===== src/rtl/pos_selector_if.sv =====
// rtl/pos_selector_if.sv - button inputs and cursor outputs of pos_selector
interface pos_selector_if #(
   parameter int N_POS = 4
);
   localparam int PW = $clog2(N_POS + 1);

   logic             left;
   logic             right;
   logic [N_POS-1:0] sel;
   logic [PW-1:0]    pos;
   logic             at_min;
   logic             at_max;
   logic             moved;

   modport master (
      output left,
      output right,
      input  sel,
      input  pos,
      input  at_min,
      input  at_max,
      input  moved
   );

   modport slave (
      input  left,
      input  right,
      output sel,
      output pos,
      output at_min,
      output at_max,
      output moved
   );
endinterface


===== src/rtl/pos_selector.sv =====
// rtl/pos_selector.sv - button-driven cursor register, one-hot and binary outputs
// Optional hold-to-repeat stepping is built when POS_AUTOREPEAT_EN is defined.
module pos_selector #(
   parameter int N_POS      = 4,
   parameter bit WRAP       = 1'b0,
   parameter int RPT_DELAY  = 16,
   parameter int RPT_PERIOD = 4
) (
   input logic          clk,
   input logic          first_pos,
   pos_selector_if.slave bus
);
   localparam int               PW      = $clog2(N_POS + 1);
   localparam logic [PW-1:0]    POS_MIN = PW'(1);
   localparam logic [PW-1:0]    POS_MAX = PW'(N_POS);
   localparam logic [N_POS-1:0] SEL_MIN = N_POS'(1);

   // bit 0 = s1, bit 1 = s2, bit 2 = s3 (edge-detect delay)
   logic [2:0]       l_sync;
   logic [2:0]       r_sync;
   logic             l_edge;
   logic             r_edge;
   logic             lp;
   logic             rp;
   logic [PW-1:0]    pos_q;
   logic [PW-1:0]    pos_d;
   logic [N_POS-1:0] sel_q;
   logic             at_min_q;
   logic             at_max_q;
   logic             moved_q;
   logic             move;

   always_ff @(posedge clk or posedge first_pos) begin
      if (first_pos) begin
         l_sync <= '0;
         r_sync <= '0;
      end else begin
         l_sync <= {l_sync[1:0], bus.left};
         r_sync <= {r_sync[1:0], bus.right};
      end
   end

   assign l_edge = l_sync[1] & ~l_sync[2];
   assign r_edge = r_sync[1] & ~r_sync[2];

`ifdef POS_AUTOREPEAT_EN
   localparam int CW = $clog2(RPT_DELAY + 1);

   logic [CW-1:0] rpt_cnt;
   logic          hold_one;
   logic          rpt;

   assign hold_one = l_sync[1] ^ r_sync[1];
   assign rpt      = hold_one && !(l_edge || r_edge) && (rpt_cnt == CW'(RPT_DELAY));

   // Counter holds cycles since the press; after the first repeat it is pulled
   // back so the next repeat lands RPT_PERIOD cycles later.
   always_ff @(posedge clk or posedge first_pos) begin
      if (first_pos) begin
         rpt_cnt <= '0;
      end else if (!hold_one) begin
         rpt_cnt <= '0;
      end else if (l_edge || r_edge) begin
         rpt_cnt <= CW'(1);
      end else if (rpt) begin
         rpt_cnt <= CW'(RPT_DELAY - RPT_PERIOD + 1);
      end else begin
         rpt_cnt <= rpt_cnt + CW'(1);
      end
   end

   assign lp = l_edge | (rpt & l_sync[1]);
   assign rp = r_edge | (rpt & r_sync[1]);
`else
   assign lp = l_edge;
   assign rp = r_edge;
`endif

   // Bounds are tested before the add/subtract so pos never leaves 1..N_POS.
   always_comb begin
      pos_d = pos_q;
      move  = 1'b0;
      if (lp && !rp) begin
         if (pos_q != POS_MIN) begin
            pos_d = pos_q - POS_MIN;
            move  = 1'b1;
         end else if (WRAP) begin
            pos_d = POS_MAX;
            move  = 1'b1;
         end
      end else if (rp && !lp) begin
         if (pos_q != POS_MAX) begin
            pos_d = pos_q + POS_MIN;
            move  = 1'b1;
         end else if (WRAP) begin
            pos_d = POS_MIN;
            move  = 1'b1;
         end
      end
   end

   always_ff @(posedge clk or posedge first_pos) begin
      if (first_pos) begin
         pos_q    <= POS_MIN;
         sel_q    <= SEL_MIN;
         at_min_q <= 1'b1;
         at_max_q <= 1'b0;
         moved_q  <= 1'b0;
      end else begin
         moved_q <= move;
         if (move) begin
            pos_q    <= pos_d;
            sel_q    <= SEL_MIN << (pos_d - POS_MIN);
            at_min_q <= (pos_d == POS_MIN);
            at_max_q <= (pos_d == POS_MAX);
         end
      end
   end

   assign bus.pos    = pos_q;
   assign bus.sel    = sel_q;
   assign bus.at_min = at_min_q;
   assign bus.at_max = at_max_q;
   assign bus.moved  = moved_q;
endmodule


===== src/flat_wrapper.sv =====
// flat-port wrapper written by rule: the top's interface ports become plain ports
module pos_selector_flat 
#(
   parameter int N_POS      = 4,
   parameter bit WRAP       = 1'b0,
   parameter int RPT_DELAY  = 16,
   parameter int RPT_PERIOD = 4
)
  (clk, first_pos, bus_left, bus_right, bus_sel, bus_pos, bus_at_min, bus_at_max, bus_moved);
  pos_selector_if #(.N_POS(N_POS)) bus_i ();
  input logic clk;
  input logic first_pos;
  input wire logic [$bits(bus_i.left)-1:0] bus_left;
  input wire logic [$bits(bus_i.right)-1:0] bus_right;
  output wire logic [$bits(bus_i.sel)-1:0] bus_sel;
  output wire logic [$bits(bus_i.pos)-1:0] bus_pos;
  output wire logic [$bits(bus_i.at_min)-1:0] bus_at_min;
  output wire logic [$bits(bus_i.at_max)-1:0] bus_at_max;
  output wire logic [$bits(bus_i.moved)-1:0] bus_moved;
  assign bus_i.left = bus_left;
  assign bus_i.right = bus_right;
  assign bus_sel = bus_i.sel;
  assign bus_pos = bus_i.pos;
  assign bus_at_min = bus_i.at_min;
  assign bus_at_max = bus_i.at_max;
  assign bus_moved = bus_i.moved;
  pos_selector #(.N_POS(N_POS), .WRAP(WRAP), .RPT_DELAY(RPT_DELAY), .RPT_PERIOD(RPT_PERIOD)) u_core (.clk(clk), .first_pos(first_pos), .bus(bus_i));
endmodule

===== config.mk =====
export PLATFORM = sky130hd
export DESIGN_NAME = pos_selector_flat
export DESIGN_NICKNAME = d
export VERILOG_FILES = /design/src/rtl/pos_selector_if.sv /design/src/rtl/pos_selector.sv /design/src/flat_wrapper.sv
export SDC_FILE = /design/constraint.sdc
export NUM_CORES = 1
export LEC_CHECK = 0
export ABC_AREA = 1
export BUFFER_PORTS_ARGS = -buffer_cell sky130_fd_sc_hd__buf_4
export CAP_MARGIN = 10
export CORE_MARGIN = 2
export CORE_UTILIZATION = 45
export DETAILED_ROUTE_END_ITERATION = 10
export PLACE_DENSITY = 0.75
export SYNTH_ARGS = -nofsm -noshare
export SYNTH_HDL_FRONTEND = slang
export SYNTH_SLANG_ARGS = --single-unit
export TNS_END_PERCENT = 20

===== constraint.sdc =====
create_clock -name clk -period 2 [get_ports clk]
set_clock_uncertainty 0.1 [all_clocks]
set_input_delay 0.6 -clock clk [delete_from_list [all_inputs] [get_ports clk]]
set_output_delay 0.6 -clock clk [all_outputs]
set_load 0.02 [all_outputs]

==> metrics.txt <==
final worst path period share=98.8%; H-tree depth=1; Achievable Freq=506 MHz; Hold Crit Class=flop to flop; Layout area overhead=39.3%; insertion delay to the later sink of the worst-skew pair=0.28 ns; Port-buffer cells=13; clk buf depth=2; Total Routed Length=1680 µm; Initial Util=47.3%; number of synthesized register bits=16; DIE WIDTH=46.2 µm; share of cells above drive strength 1=a little over half; clock slew seen by the registers of the worst setup and hold paths=0.09 ns; Req. time, crit path=roughly 2.1 ns; Final #Nets=119; commonest non-fill, non-tap cell in the layout=nand2_1; DP HPWL=roughly 1200 µm; Syn. warnings=0; Root Buffer=clkbuf_4; vias in the first global route=575; pin count of the biggest net entering global routing=17; initial antenna violation count=0; crit path max fanout=4; GRT overflow=0; final hold vios=0; status=finished clean; Initial DRC Count=8; total power=~1.8 mW; Core Util, Final=between 60% and 70%; fillers=~130; Synth Instances=86; RSZ-0062 raised after global routing=true; CTS tree=yes; syn_area_per_cell=between 9 and 10 µm²; setup TNS=0 ns; worst slew pin tran=0.580 ns; Seq/Total Area, Yosys=50.5%; Vias=607; Worst setup EP type=flop; hold_ws=0.256 ns; total CTS buffers=3; CP startpoint kind=flop; Pleak=0.569 nW; vias per inst=slightly below 5; pins over their slew limit=0; crit path DAT=2.10 ns; Slew headroom=61.3%; Max Cap Violations=0; core area=1690 µm²; Worst VDD drop=just under 0.0009 V; pwr dens=1610 nW/µm²; Avg WL per Cell=13.3 µm; crit-path leading delay family=simple AND/OR/NAND/NOR gates; Ant. Diodes=0; cells along the critical path=inv_4, ha_4, nor2_2, nand4_1, nand2_1, nand2_1, nand2_2, inv_2, ha_4, nor2_4, nand3_2, nand2_2; Post-DRT Antenna Nets=0; crit-path max cell delay=0.59 ns; library cells used by synthesis=17; num rows=15; Critical-path top delay cell=dfstp_2; GPL Wtd Cong=0.792; commonest non-fill, non-tap cells in the layout=nand2_1, buf_4, dfrtp_1; DR DRC count=0; GRT Total Usage=15.8%; syn_nets=95; First-pass DRT Iterations=4; count of final setup violators=0; post-layout min period=1.98 ns; io pins=14; Setup Crit Path Kind=flop to flop; Die ar.=around 2100 µm²; post-synthesis cell area=800 µm²; clock net sink count=16; WP buf/inv=2; first-pass GRT wire length=2350 µm; Chip Height=46.2 µm
worst paths after layout:
kind	from	endpoint	slack (ns)	depth (start not counted)
max in group asynchronous	first_pos	u_core.r_sync[2]$_DFF_PP0_	1.14	2
min reg2reg	u_core.r_sync[0]$_DFF_PP0_	u_core.r_sync[1]$_DFF_PP0_	0.26	0
min in group asynchronous	first_pos	u_core.bus.pos[1]$_DFFE_PP0P_	0.27	2
min	u_core.r_sync[0]$_DFF_PP0_	u_core.r_sync[1]$_DFF_PP0_	0.26	0
max reg2reg	u_core.bus.pos[0]$_DFFE_PP1P_	u_core.bus.sel[2]$_DFFE_PP0P_	0.02	12
max	u_core.bus.pos[0]$_DFFE_PP1P_	u_core.bus.sel[2]$_DFFE_PP0P_	0.02	12
layout make-up:
| type | instances | area [µm²] | area share [%] |
|---|---|---|---|
| multi-input combinational | 57 | 452 | 40.6 |
| clock buffer | 4 | 36.3 | 3.26 |
| inverter | 13 | 53.8 | 4.83 |
| timing repair buffer | 19 | 146 | 13.1 |
| tap | 17 | 21.3 | 1.91 |
| sequential | 16 | 404 | 36.3 |
stage by stage:
stage / worst slack, ns / std cells / area (µm²)
2_1_floorplan: 0.0125 / 86 / 817
3_3_place_gp: 0.0866 / 119 / 958
3_5_place_dp: -0.0138 / 119 / 958
4_1_cts: 0.0251 / 123 / 1000
5_1_grt: -0.102 / 126 / 1110
6_report: 0.0246 / 126 / 1110
where the power goes:
| part | switching (mW) | internal [mW] | total (mW) |
|---|---|---|---|
| clock network | 0.0940 | 0.111 | 0.205 |
| logic | 0.623 | 0.456 | 1.08 |
| registers | 0.0817 | 0.430 | 0.511 |
synthesized netlist by cell type:
master	instances	area share (%)
nand2_1	29	14
dfrtp_1	13	41
inv_1	11	5.2
ha_1	5	7.8
nand3_1	5	3.1
dfstp_2	3	9.9
nand2_2	3	2.3
nand2_4	3	4.2
nand3_2	3	3.8
nor2_2	3	2.3
nor2_4	2	2.8
inv_2	1	0.47
inv_4	1	0.78
nand4_1	1	0.78
nor2_1	1	0.47
o21ai_1	1	0.63
xor2_1	1	1.1
what timing repair did:
action / in CTS / in global routing
endpoints found under the setup margin: 3 / 3
resized for setup: 2 / 20
hold buffers: 0 / 0
pin swaps: 0 / 12
buffers inserted: 0 / 3
state kept, by name, indices dropped and copies added, names as in the netlist:
signal / cells
u_core.bus.at_min: 1
u_core.bus.moved: 1
u_core.r_sync: 3
u_core.bus.sel: 4
u_core.bus.pos: 3
u_core.bus.at_max: 1
u_core.l_sync: 3
metal layers:
layer  wire [µm]  vias to the layer above  GRT usage, %
li1            -                      309             -
met1         665                      282          17.6
met2         959                       16          28.3
met3          51                        0          2.75
met4           0                        0          8.00
met5           0                        -             0
cell families after synthesis:
| group | count (synthesis) | synth area share (%) |
|---|---|---|
| simple gates | 50 | 33.5 |
| flops | 16 | 50.5 |
| buf+inv | 13 | 6.42 |
| fa+ha+maj | 5 | 7.82 |
| compound gates | 1 | 0.625 |
| xor+xnor | 1 | 1.10 |
Note: power is estimated with default switching activity, not from simulation.
